--- src/rtl/hazard_stall_unit_pkg.sv ---
// rtl/hazard_stall_unit_pkg.sv - shared encodings and helpers for the decode interlock
//   Holds the multdiv busy-FSM state encoding, the hard-wired zero register,
//   the default multiply/divide latencies and the source-register hit test.
package hazard_stall_unit_pkg;

  localparam logic [1:0] ST_IDLE = 2'd0;
  localparam logic [1:0] ST_BUSY = 2'd1;
  localparam logic [1:0] ST_DONE = 2'd2;

  localparam logic [4:0] REG_ZERO = 5'd0;

  localparam int DEF_MULT_CYCLES = 17;
  localparam int DEF_DIV_CYCLES  = 33;

  // True when the decode instruction reads register r. r0 never creates a dependency.
  function automatic logic reg_hit(input logic [4:0] r,
                                   input logic [4:0] rs,
                                   input logic [4:0] rt,
                                   input logic       uses_rs,
                                   input logic       uses_rt);
    return (r != REG_ZERO) && ((uses_rs && (rs == r)) || (uses_rt && (rt == r)));
  endfunction

endpackage

--- src/rtl/hazard_stall_unit_md_latency_counter.sv ---
// rtl/hazard_stall_unit_md_latency_counter.sv - multdiv remaining-cycle down counter
//   clock, resetn   : pipeline clock, asynchronous active-low reset
//   load, load_value: start a new operation with the given remaining count
//   dec             : decrement while an operation is in flight
//   zero            : remaining count has reached zero
module md_latency_counter #(
  parameter int W = 6
) (
  input  logic         clock,
  input  logic         resetn,
  input  logic         load,
  input  logic [W-1:0] load_value,
  input  logic         dec,
  output logic         zero
);

  logic [W-1:0] count;

  always_ff @(posedge clock or negedge resetn) begin
    if (!resetn) begin
      count <= '0;
    end else if (load) begin
      count <= load_value;
    end else if (dec && (count != '0)) begin
      count <= count - 1'b1;
    end
  end

  assign zero = (count == '0);

endmodule

--- src/rtl/hazard_stall_unit.sv ---
// rtl/hazard_stall_unit.sv - decode-stage interlock: load-use, multdiv and branch-flush control
//   clock, resetn          : pipeline clock, asynchronous active-low reset
//   FD_*                   : source registers / class of the instruction in decode
//   DX_*                   : destination / class of the instruction in execute
//   branch_taken           : taken branch resolved in execute this cycle
//   stall_PC, stall_FD     : hold PC and FD latch
//   nop_DX, flush_FD       : bubble into DX / FD on the next edge
//   md_start/busy/done/rd  : multdiv handshake and destination tracking
//   stall_cycles           : saturating count of stalled cycles
module hazard_stall_unit
  import hazard_stall_unit_pkg::*;
#(
  parameter int MULT_CYCLES = DEF_MULT_CYCLES,
  parameter int DIV_CYCLES  = DEF_DIV_CYCLES,
  parameter int CNT_W       = 32
) (
  input  logic             clock,
  input  logic             resetn,
  input  logic [4:0]       FD_rs,
  input  logic [4:0]       FD_rt,
  input  logic             FD_usesRs,
  input  logic             FD_usesRt,
  input  logic             FD_isMultDiv,
  input  logic [4:0]       DX_rd,
  input  logic             DX_memToReg,
  input  logic             DX_isMultDiv,
  input  logic             DX_isDiv,
  input  logic             branch_taken,
  output logic             stall_PC,
  output logic             stall_FD,
  output logic             nop_DX,
  output logic             flush_FD,
  output logic             md_start,
  output logic             md_busy,
  output logic             md_done,
  output logic [4:0]       md_rd,
  output logic [CNT_W-1:0] stall_cycles
);

  localparam int MAX_CYCLES = (MULT_CYCLES > DIV_CYCLES) ? MULT_CYCLES : DIV_CYCLES;
  localparam int CW         = $clog2(MAX_CYCLES);

  // The start cycle and the done cycle are not counted, hence the -2.
  localparam logic [CW-1:0] MULT_LOAD = CW'(MULT_CYCLES - 2);
  localparam logic [CW-1:0] DIV_LOAD  = CW'(DIV_CYCLES - 2);

  logic [1:0] state;
  logic [1:0] state_next;
  logic       count_zero;
  logic       ld_use;
  logic       md_raw;
  logic       md_struct;
  logic       stall;

  assign md_busy = (state == ST_BUSY);
  assign md_done = (state == ST_DONE);

  // Gated by resetn so that no multdiv term can assert while reset is held.
  assign md_start = resetn && DX_isMultDiv && (state != ST_BUSY);

  assign ld_use    = DX_memToReg && reg_hit(DX_rd, FD_rs, FD_rt, FD_usesRs, FD_usesRt);
  // DONE needs no stall: the result writes back this cycle and the register
  // file forwards write-to-read internally.
  assign md_raw    = (md_busy  && reg_hit(md_rd, FD_rs, FD_rt, FD_usesRs, FD_usesRt)) ||
                     (md_start && reg_hit(DX_rd, FD_rs, FD_rt, FD_usesRs, FD_usesRt));
  assign md_struct = resetn && FD_isMultDiv && (md_busy || DX_isMultDiv);
  assign stall     = ld_use || md_raw || md_struct;

  // A taken branch discards the decode instruction, so flushing replaces stalling.
  assign flush_FD = branch_taken;
  assign nop_DX   = branch_taken || stall;
  assign stall_PC = stall && !branch_taken;
  assign stall_FD = stall && !branch_taken;

  always_comb begin
    state_next = state;
    case (state)
      ST_IDLE, ST_DONE: state_next = md_start ? ST_BUSY : ST_IDLE;
      ST_BUSY:          if (count_zero) state_next = ST_DONE;
      default:          state_next = ST_IDLE;
    endcase
  end

  always_ff @(posedge clock or negedge resetn) begin
    if (!resetn) begin
      state        <= ST_IDLE;
      md_rd        <= REG_ZERO;
      stall_cycles <= '0;
    end else begin
      state <= state_next;
      if (md_start) begin
        md_rd <= DX_rd;
      end
      if (stall && !branch_taken && (stall_cycles != {CNT_W{1'b1}})) begin
        stall_cycles <= stall_cycles + CNT_W'(1);
      end
    end
  end

  md_latency_counter #(
    .W(CW)
  ) u_md_latency_counter (
    .clock     (clock),
    .resetn    (resetn),
    .load      (md_start),
    .load_value(DX_isDiv ? DIV_LOAD : MULT_LOAD),
    .dec       (md_busy),
    .zero      (count_zero)
  );

endmodule

--- config.mk ---
export PLATFORM = sky130hd
export DESIGN_NAME = hazard_stall_unit
export DESIGN_NICKNAME = d
export VERILOG_FILES = /design/src/rtl/hazard_stall_unit_pkg.sv /design/src/rtl/hazard_stall_unit_md_latency_counter.sv /design/src/rtl/hazard_stall_unit.sv
export SDC_FILE = /design/constraint.sdc
export NUM_CORES = 1
export LEC_CHECK = 0
export CAP_MARGIN = 10
export CORE_MARGIN = 4
export CORE_UTILIZATION = 43
export DETAILED_ROUTE_END_ITERATION = 16
export HOLD_SLACK_MARGIN = 0.12
export PLACE_DENSITY_LB_ADDON = 0.2
export SLEW_MARGIN = 20
export SYNTH_ARGS = -nofsm -noshare
export SYNTH_HDL_FRONTEND = slang
export SYNTH_SLANG_ARGS = --single-unit
--- constraint.sdc ---
create_clock -name clock -period 1.9 [get_ports clock]
set_input_delay 0.38 -clock clock [delete_from_list [all_inputs] [get_ports clock]]
set_output_delay 0.38 -clock clock [all_outputs]
set_load 0.01 [all_outputs]
==> results of run 1 <==
==> metrics by stage <==
stage	worst slack [ps]	utilization	setup TNS, ps	power [W]	cell area (sq um)
after global routing	-695	0.768	-19910	0.00381	4230
after global placement	-1100	0.683	-31100	0.00275	3760
after floorplan	-253	-	-6330	0.00195	2510
after CTS	-592	0.731	-17060	0.00347	4030
final	-585	0.768	-16040	0.00359	4230
after detailed placement	-1190	0.683	-34770	0.00279	3760
==> placed cells by master (no fill, tap or decap), types with 9 or more instances in the layout <==
cell type and instances:
xor2_1 31, dfrtp_1 39, xnor2_1 18, buf_4 72, nand4_1 9, dlygate4sd2_1 11
nand2_1 10, buf_6 12, clkdlybuf4s50_1 47
==> metal layers <==
layer	wire length (um)	vias up	share of wire
li1	-	1106	-
met1	3070	1143	0.41
met2	3910	52	0.53
met3	258	17	0.035
met4	171	0	0.023
met5	0	-	0
==> where the power goes <==
group | internal [W] | leakage, nW | switching, W
registers | 0.00116 | 0.584 | 0.000164
clock network | 0.000297 | 0.0455 | 0.000316
logic | 0.000954 | 1.34 | 0.000703
total | 0.00241 | 1.97 | 0.00118
==> worst max-delay path, stage by stage <==
cell and delay [ps]:
clkdlybuf4s50_1 450, xor2_1 160, nor4_1 270, a32oi_1 80, o221a_2 270, buf_6 130
buf_6 110, nor4_4 260, buf_4 190, buf_12 120, nand4_1 100, xnor2_1 140
==> cell type report <==
class | count | area [sq um]
inverter | 4 | 17.5
tap | 72 | 90.1
sequential | 45 | 1130
timing repair buffer | 154 | 1410
clock buffer | 8 | 90.1
multi-input combinational | 169 | 1490
fill | 376 | 1280
==> worst max path at each step <==
stage / slack [ps] / end / start
floorplan: -250 / stall_cycles[26]$_DFFE_PN0P_ / md_rd[0]$_DFFE_PN0P_
global placement: -1100 / stall_FD / DX_rd[3]
detailed placement: -1190 / stall_FD / DX_rd[3]
CTS: -590 / stall_FD / md_rd[1]$_DFFE_PN0P_
global route: -700 / stall_cycles[25]$_DFFE_PN0P_ / md_rd[0]$_DFFE_PN0P_
finish: -580 / stall_cycles[25]$_DFFE_PN0P_ / FD_rt[1]
==> cell families (layout without fill, tap and decap cells) <==
family | count (synthesis) | count (layout)
buf+inv | 11 | 166
mux | 8 | 8
compound gates | 13 | 13
xor+xnor | 53 | 53
fa+ha+maj | 2 | 2
flops | 45 | 45
simple gates | 93 | 93
==> flip-flops by register name, indices dropped and copies added (netlist names) <==
| register | cells |
|---|---|
| md_rd | 5 |
| stall_cycles | 32 |
| u_md_latency_counter.count | 6 |
| state | 2 |
==> what timing repair did <==
item / 4_1_cts / 5_1_grt
setup endpoints to repair: 38 / 40
hold buffers: 1 / 0
gates resized for setup: 59 / 29
setup buffers: 5 / 9
pin swaps: 21 / 35
gates cloned: 0 / 1
endpoints found under the hold margin: 19 / 0
==> out/metrics.csv, run 1 <==
stage,metric,value,unit
synthesis,Synth async-reset ratio,1.00,
sta,Max Slew Vio Count,0,
synthesis,post-synthesis xor/xnor area fraction,0.189,
placement,Placed Instances,429,
synthesis,synthesized area,0.00245,sq mm
global_route,first-pass GRT wire length,11400,um
setup_path,crit path DAT,2670,ps
setup_path,crit end category,flip-flop,
setup_path,Reg2Reg Depth,11,
floorplan,die boundary width,83.6,um
global_route,number of global-route vias before repair,2398,
clocking,later-pin clock latency in the skew report,300,ps
synthesis,"top cells by area, synth","dfrtp_1 46%, xor2_1 11%, xnor2_1 7.8%",
sta,slew margin rel.,0.717,
flow_run,max-cap violations,0,
sta,achievable frequency,0.402,GHz
cells_and_area,layout cell share with drive strength beyond 1,0.395,
synthesis,post-synthesis simple-gate area fraction,0.248,
cells_and_area,Syn-to-layout area delta,72.3,%
global_route,GRT met2 Usage,0.356,
detailed_routing,Via density,5.13,
sta,Final Hold Fails,0,
clocking,TritonCTS clock tree,yes,
sta,RSZ-0062 raised after global routing,true,
floorplan,Ports,68,
synthesis,number of synthesized flops with an enable pin,0,
sta,Finish-stage setup viols,35,
synthesis,largest family of logic cells by synthesized area,simple AND/OR/NAND/NOR gates,
synthesis,adder-cell share of the synthesized area,0.0102,
setup_path,worst-path maximum fanout,5,
synthesis,Post-synth top cells,"45 x dfrtp_1, 31 x xor2_1, 22 x xnor2_1",
setup_path,WS Path Type,input pin to flip-flop,
sta,clk_skew,9.74,ps
detailed_routing,drc violations,0,
cells_and_area,Layout Cells excl Fill,452,
placement,DP Wirelength,5050,um
placement,GPL Wtd Cong,0.856,
floorplan,Die Height,83.6,um
synthesis,Compound-Gate Fraction of Synth Area,0.0336,
sta,min cycle time layout,2480,ps
detailed_routing,Iter 0 DRT Violations,67,
setup_path,Reg2Reg Launch Point,md_rd[0]$_DFFE_PN0P_,
placement,IO buf count,67,
setup_path,worst reg-to-reg setup slack,-580,ps
global_route,total track usage,0.201,
setup_path,crit path launch type,input pin,
run_status,failing checks,negative setup slack,
power_and_ir_drop,peak supply drop,0.532,mV
cells_and_area,Final nets,405,
power_and_ir_drop,Leak,1.97,nW
detailed_routing,drt pass-1 iters,4,
setup_path,Worst EP required,2080,ps
floorplan,row cnt,27,
floorplan,Initial Utilization,0.446,
synthesis,Syn. warnings,0,
synthesis,Mean Syn Cell Area,10.9,sq um
global_route,grt ovf,0,
global_route,largest net degree at the start of global routing,27,
power_and_ir_drop,pwr dens,850,mW/mm^2
sta,final worst slack,-585,ps
global_route,initial antenna violation count,0,
global_route,routing usage on met1,0.251,
floorplan,core area,0.00551,sq mm
synthesis,top-count cell post-synth,dfrtp_1,
synthesis,Synth Instances,225,
clocking,CTS Buf Count,5,
run_status,run status,"finished, violations left",
detailed_routing,total routed wirelength,7410,um
detailed_routing,total number of vias,2318,
global_route,gr busiest metal,met2,
sta,worst-margin pin slew,421,ps
synthesis,Yosys top cell by area,dfrtp_1,
detailed_routing,DR WL/cell,16.4,um
cells_and_area,ant diodes,0,
sta,worst hold slack,222,ps
clocking,clock tree buffer depth,2,
global_route,met3 track demand over resource,0.0385,
clocking,clock sinks,45,
floorplan,die area,0.00698,sq mm
synthesis,Syn Nets,251,
clocking,root buffer selected by CTS,clkbuf_8,
sta,Tcrit/Tclk final,1.31,
detailed_routing,Antenna Nets Post-Route,0,
setup_path,reg-to-reg critical path endpoint,stall_cycles[25]$_DFFE_PN0P_,
clocking,clock transition at the registers of the reported paths,80,ps
synthesis,top_reg_cell synth,dfrtp_1,
synthesis,post-synthesis mux area share,0.0367,
synthesis,area share of the largest cell type after synthesis,0.459,
hold_path,Hold WC Path Type,input pin to async pin,
synthesis,post-synthesis sequential area ratio,0.459,
synthesis,Yosys cell types,35,
synthesis,"flops & latches, synth",45,
clocking,H-tree depth,2,
No activity file was read; power rests on OpenSTA's default activity.
==> run 2, diff against run 1 <==
--- a/config.mk
+++ b/config.mk
@@ -13,3 +13,2 @@
 export PLACE_DENSITY_LB_ADDON = 0.2
-export SLEW_MARGIN = 20
 export SYNTH_ARGS = -nofsm -noshare
--- a/constraint.sdc
+++ b/constraint.sdc
@@ -3,2 +3,2 @@
 set_output_delay 0.38 -clock clock [all_outputs]
-set_load 0.01 [all_outputs]
+set_load 0.02 [all_outputs]
==> run 2 against run 1 <==
Against the previous run: the flow still finishes with violations (negative setup slack); utilization unchanged; non-clock buffer count decreased by 5; count of clock-buffer cells in the layout decreased by 1; sequential cell count unchanged; highest routed layer unchanged; register-to-register slack got worse by 70 ps; combinational power increased by 6%; routed wire length increased by 6.0%; sequential power about the same; first-iteration DRC count increased by 130%.
==> out/metrics.csv, run 2 (same netlist as run 1, synthesis figures left out) <==
stage,metric,value,unit
detailed_routing,total routed wirelength,7850,um
floorplan,Ports,68,
detailed_routing,Iter 0 DRT Violations,153,
placement,IO buf count,67,
global_route,first-pass GRT wire length,11800,um
clocking,H-tree depth,2,
global_route,total track usage,0.210,
sta,worst hold slack,295,ps
sta,final worst slack,-656,ps
sta,worst-margin pin slew,578,ps
setup_path,Worst EP required,2090,ps
power_and_ir_drop,pwr dens,875,mW/mm^2
cells_and_area,ant diodes,0,
detailed_routing,total number of vias,2388,
placement,DP Wirelength,5320,um
clocking,clock tree buffer depth,2,
cells_and_area,Final nets,400,
setup_path,Critical Path Slowest Stage Cell,dfrtp_1,
floorplan,Initial Utilization,0.446,
global_route,initial antenna violation count,0,
clocking,hold_buf cts,0,
power_and_ir_drop,Tot Pwr,0.00370,W
clocking,clock transition at the registers of the reported paths,80,ps
power_and_ir_drop,peak supply drop,0.723,mV
setup_path,CP dominant cell by count,buf_6,
cells_and_area,layout cell share with drive strength beyond 1,0.413,
setup_path,crit path launch type,flip-flop,
cells_and_area,most frequent cells in the layout,"69 x buf_4, 42 x clkdlybuf4s50_1, 33 x dfrtp_1",
setup_path,Crit path largest cell delay,430,ps
detailed_routing,drt pass-1 iters,4,
run_status,run status,"finished, violations left",
setup_path,WS Path Type,flip-flop to flip-flop,
detailed_routing,metal2 WL,4070,um
sta,Final Hold Fails,0,
sta,RSZ-0062 raised after global routing,true,
sta,Max Slew Vio Count,0,
floorplan,die area,0.00698,sq mm
detailed_routing,top routing layer used,met4,
cells_and_area,biggest regs,"stall_cycles (32), u_md_latency_counter.count (6), md_rd (5)",
setup_path,worst reg-to-reg setup slack,-660,ps
global_route,largest net degree at the start of global routing,46,
clocking,later-pin clock latency in the skew report,300,ps
clocking,clock sinks,45,
cells_and_area,"most common cell after layout, fill and taps aside",buf_4,
setup_path,Reg2Reg Launch Point,md_rd[0]$_DFFE_PN0P_,
clocking,root buffer selected by CTS,clkbuf_8,
detailed_routing,Via density,5.34,
global_route,grt ovf,0,
placement,Placed Area,0.00376,sq mm
floorplan,core area,0.00551,sq mm
sta,clk_skew,4.53,ps
detailed_routing,routed wl met3,290,um
setup_path,crit-path cells,buf_4 > xor2_1 > nor4_1 > a32oi_1 > o221a_2 > buf_6 > buf_6 > nor4_4 > buf_12 > buf_6 > nand2_4 > xnor2_2,
power_and_ir_drop,Leak,1.92,nW
cells_and_area,fillers,369,
sta,min cycle time layout,2560,ps
setup_path,crit end category,flip-flop,
cells_and_area,Reg with most FFs,stall_cycles,
placement,GPL Wtd Cong,0.824,
hold_path,Hold WC Path Type,input pin to async pin,
clocking,TritonCTS clock tree,yes,
cells_and_area,max reg flops,32,
setup_path,worst-path maximum fanout,7,
detailed_routing,metal1 wirelength,3270,um
sta,Finish-stage setup viols,35,
flow_run,max-cap violations,0,
floorplan,row cnt,27,
cells_and_area,Finished Cell Area,0.00423,sq mm
sta,slew margin rel.,0.615,
clocking,CTS Buf Count,5,
detailed_routing,Antenna Nets Post-Route,0,
floorplan,die boundary width,83.6,um
sta,achievable frequency,0.391,GHz
setup_path,reg-to-reg critical path endpoint,stall_cycles[11]$_DFFE_PN0P_,
detailed_routing,drc violations,0,
floorplan,Die Height,83.6,um
setup_path,Reg2Reg Depth,12,
run_status,failing checks,negative setup slack,
global_route,number of global-route vias before repair,2429,
setup_path,crit path DAT,2750,ps
cells_and_area,Syn-to-layout area delta,72.3,%
sta,Tcrit/Tclk final,1.35,
detailed_routing,DR WL/cell,17.6,um
-- run 2: cell types whose count changed in the layout (fill, tap and decap cells not counted), sizes merged --
cell,before,now
clkdlybuf4s50,47,42
bufbuf,0,1
clkinvlp,0,2
buf,89,86
dlygate4sd3,1,0
dlymetal6s2s,4,1
inv,4,3
dlygate4sd2,11,17
clkbuf,9,8
-- run 2: power by group --
group | internal (W) | switching, W | total, W | leakage, nW
logic | 0.000928 | 0.000836 | 0.00176 | 1.31
clock network | 0.000261 | 0.000338 | 0.000599 | 0.0385
registers | 0.00116 | 0.000176 | 0.00134 | 0.575
-- run 2: worst max-delay path by stage --
| stage | slack, ps | startpoint | endpoint |
|---|---|---|---|
| 5_1_grt | -770 | md_rd[0]$_DFFE_PN0P_ | stall_cycles[7]$_DFFE_PN0P_ |
| 2_1_floorplan | -370 | md_rd[1]$_DFFE_PN0P_ | stall_cycles[24]$_DFFE_PN0P_ |
| 3_5_place_dp | -1290 | DX_rd[3] | stall_PC |
| 6_report | -660 | md_rd[0]$_DFFE_PN0P_ | stall_cycles[11]$_DFFE_PN0P_ |
| 4_1_cts | -590 | md_rd[3]$_DFFE_PN0P_ | stall_cycles[25]$_DFFE_PN0P_ |
| 3_3_place_gp | -1230 | FD_rs[0] | stall_FD |
-- run 2: metrics by stage --
step	utilization	setup TNS, ps	worst slack (ps)	std cells
2_1_floorplan	-	-8780	-369	225
3_3_place_gp	0.683	-31180	-1230	424
3_5_place_dp	0.683	-34170	-1290	424
4_1_cts	0.723	-16000	-587	438
5_1_grt	0.768	-22200	-775	447
6_report	0.768	-18590	-656	447
-- run 2: area by class of cell --
cell class / instances / area [sq um] / share of cell area
clock buffer: 7 / 76.3 / 0.0180
tap: 72 / 90.1 / 0.0213
timing repair buffer: 149 / 1360 / 0.321
inverter: 4 / 18.8 / 0.00444
multi-input combinational: 169 / 1540 / 0.364
sequential: 45 / 1140 / 0.270
clock inverter: 1 / 7.51 / 0.00178
-- run 2: critical path, delay by kind of cell (launching register included) --
kind	cells	cell delay, ps
DFF	1	430
xor gates and xnor gates	2	270
and+or+nand+nor	3	630
AOI/OAI and AO/OA	2	410
buffers and inverters	5	710
-- run 2: metal layers --
layer  GRT usage  up-vias
li1            -     1094
met1       0.262     1194
met2       0.364       81
met4      0.0819        0
met3      0.0346       19
met5           0        -
-- run 2: timing repair --
item,CTS,global route
cloned,1,1
setup endpoints to repair,39,40
pin swaps,30,36
resized for setup,58,33
setup buffers,5,8
==> run 3, diff against run 2 <==
- ABC_AREA: default -> 1
- CORE_UTILIZATION: 43 -> 47
- CTS_CLUSTER_SIZE: default -> 20
==> run 3 against run 2 <==
Against the previous run: worst setup slack gained 600 ps; critical endpoint is now stall_PC; the flow still finishes with violations (negative setup slack); clock skew up 7.3 ps; hold slack got worse by 140 ps; sequential power shrank 3%; total power up 0.58%; die area rose by 22%; utilization down 11 points; critical path depth is 3 lower; final cell count increased by 61%; cell area increased by 6.1%.
==> out/metrics.csv, run 3 <==
stage,metric,value,unit
synthesis,Synth Instances,524,
placement,Placed Instances,706,
placement,GPL Wtd Cong,0.914,
synthesis,Mean Syn Cell Area,6.36,sq um
floorplan,row cnt,30,
floorplan,Initial Utilization,0.488,
detailed_routing,DR WL/cell,14.0,um
sta,Finish-stage setup viols,3,
global_route,total track usage,0.246,
power_and_ir_drop,Tot Pwr,0.00372,W
detailed_routing,drt pass-1 iters,6,
cells_and_area,Layout Cells excl Fill,720,
synthesis,post-synthesis sequential area ratio,0.338,
setup_path,crit path DAT,1580,ps
floorplan,die boundary width,92.2,um
floorplan,Die Height,92.2,um
power_and_ir_drop,pwr dens,830,mW/mm^2
synthesis,area share of the largest cell type after synthesis,0.338,
cells_and_area,most frequent cells in the layout,"213 x nand2_1, 58 x nor2_1, 44 x inv_1",
sta,final worst slack,-59.6,ps
detailed_routing,total routed wirelength,10100,um
global_route,largest net degree at the start of global routing,35,
clocking,clock tree buffer depth,2,
cells_and_area,Syn-to-layout area delta,34.6,%
cells_and_area,layout cell share with drive strength beyond 1,0.141,
flow_run,max-cap violations,0,
detailed_routing,top routing layer used,met4,
synthesis,top_reg_cell synth,dfrtp_1,
placement,Placed Area,0.00430,sq mm
synthesis,"top cells by area, synth","dfrtp_1 34%, nand2_1 24%, nand4_1 6.9%",
placement,IO buf count,67,
synthesis,Yosys cell types,29,
sta,RSZ-0062 raised after global routing,true,
detailed_routing,Via density,5.13,
floorplan,Ports,68,
synthesis,Post-synth top cells,"217 x nand2_1, 59 x nor2_1, 52 x inv_1",
cells_and_area,Reg with most FFs,stall_cycles,
hold_path,Hold WC Path Type,input pin to async pin,
power_and_ir_drop,Leak,2.24,nW
clocking,later-pin clock latency in the skew report,310,ps
setup_path,crit end category,output pin,
setup_path,worst-path maximum fanout,5,
floorplan,die area,0.00850,sq mm
detailed_routing,Iter 0 DRT Violations,241,
synthesis,synthesized area,0.00333,sq mm
detailed_routing,routed wl met3,661,um
synthesis,Yosys top cell by area,dfrtp_1,
clocking,TritonCTS clock tree,yes,
synthesis,"flops & latches, synth",45,
detailed_routing,metal1 wirelength,4840,um
sta,min cycle time layout,1960,ps
synthesis,Synth async-reset ratio,1.00,
sta,clk_skew,11.8,ps
synthesis,number of synthesized flops with an enable pin,0,
synthesis,Syn. warnings,0,
setup_path,Worst EP required,1520,ps
cells_and_area,"most common cell after layout, fill and taps aside",nand2_1,
cells_and_area,max reg flops,32,
global_route,initial antenna violation count,0,
detailed_routing,Antenna Nets Post-Route,0,
cells_and_area,biggest regs,"stall_cycles (32), u_md_latency_counter.count (6), md_rd (5)",
setup_path,Reg2Reg Launch Point,md_rd[0]$_DFFE_PN0P_,
floorplan,core area,0.00683,sq mm
setup_path,worst reg-to-reg setup slack,30,ps
sta,Max Slew Vio Count,0,
clocking,CTS Buf Count,5,
global_route,grt ovf,0,
sta,achievable frequency,0.510,GHz
sta,worst hold slack,159,ps
clocking,clock transition at the registers of the reported paths,90,ps
detailed_routing,total number of vias,3696,
clocking,clock sinks,45,
sta,slew margin rel.,0.722,
setup_path,Critical Path Start,md_rd[4]$_DFFE_PN0P_,
sta,worst-margin pin slew,413,ps
detailed_routing,metal2 WL,4510,um
detailed_routing,drc violations,0,
clocking,H-tree depth,2,
cells_and_area,ant diodes,0,
sta,Tcrit/Tclk final,1.03,
setup_path,WS Path Type,flip-flop to output pin,
sta,Final Hold Fails,0,
synthesis,Syn Nets,550,
setup_path,crit path launch type,flip-flop,
cells_and_area,Finished Cell Area,0.00449,sq mm
run_status,run status,"finished, violations left",
global_route,number of global-route vias before repair,3478,
synthesis,top-count cell post-synth,nand2_1,
run_status,failing checks,negative setup slack,
cells_and_area,Final nets,649,
placement,DP Wirelength,7680,um
global_route,first-pass GRT wire length,16900,um
power_and_ir_drop,peak supply drop,0.654,mV
clocking,root buffer selected by CTS,clkbuf_8,
[run 3: changes by cell type after synthesis, sizes merged, moves of 18 or more]
cell   delta
inv      +50
nand2   +204
nand4    +28
nor2     +58
xnor2    -18
xor2     -20
[run 3: path summary, 6_finish.rpt]
| kind | endpoint | cells after the start |
|---|---|---|
| setup / recovery | stall_PC | 9 |
| setup reg to reg | stall_cycles[29]$_DFFE_PN0P_ | 12 |
| hold reg to reg | u_md_latency_counter.count[0]$_DFFE_PN0P_ | 1 |
| hold / removal | md_rd[0]$_DFFE_PN0P_ | 3 |
| max in group asynchronous | stall_cycles[10]$_DFFE_PN0P_ | 3 |
| min in group clock | u_md_latency_counter.count[0]$_DFFE_PN0P_ | 1 |
[run 3: kinds of logic (layout without fill, tap and decap cells)]
logic type	Yosys count	count (layout)	share of synthesized area
and+or+nand+nor	374	374	0.497
buffers and inverters	70	170	0.0893
DFF	45	45	0.338
AOI/OAI and AO/OA	18	18	0.0293
xor gates and xnor gates	15	15	0.0394
adders and majority gates	2	2	0.00751
[run 3: critical path, stage by stage, from the launching register on]
cell and delay (ps):
dfrtp_2 440, buf_4 140, buf_4 120, o21ai_1 120, inv_1 60, nand2_2 80, nand3_4 80, nand2_4 80
inv_4 40, buf_6 120
[run 3: per-stage QoR]
stage | utilization | worst slack, ps | setup TNS (ps)
after floorplan | - | 3.33 | 0
after global placement | 0.629 | -739 | -19500
after detailed placement | 0.629 | -744 | -20090
after CTS | 0.650 | -19.6 | -38.8
after global routing | 0.657 | -162 | -3190
final | 0.657 | -59.6 | -155
[run 3: cell type report]
cell class | count | area [sq um]
Clock buffer | 5 | 68.8
Inverter | 55 | 209
Clock inverter | 3 | 65.1
Multi-Input combinational cell | 409 | 1940
Timing Repair Buffer | 107 | 952
Tap cell | 96 | 120
Fill cell | 658 | 2340
Sequential cell | 45 | 1130
[run 3: what timing repair did]
item	4_1_cts	5_1_grt
pin swaps	7	8
endpoints found under the setup margin	38	39
buffers inserted	2	3
hold buffers	1	0
gates resized for setup	54	7
hold endpoints to repair	25	0
[run 3: metal layers]
metal | vias up | global-route usage
met5 | - | 0
met4 | 0 | 0.0421
met3 | 8 | 0.0517
met2 | 122 | 0.394
met1 | 1699 | 0.348
li1 | 1867 | -
[run 3: report_power, final]
part           total, W  switching, W  internal, W
combinational   0.00154      0.000880     0.000658
sequential      0.00130      0.000170      0.00113
clock          0.000883      0.000360     0.000523
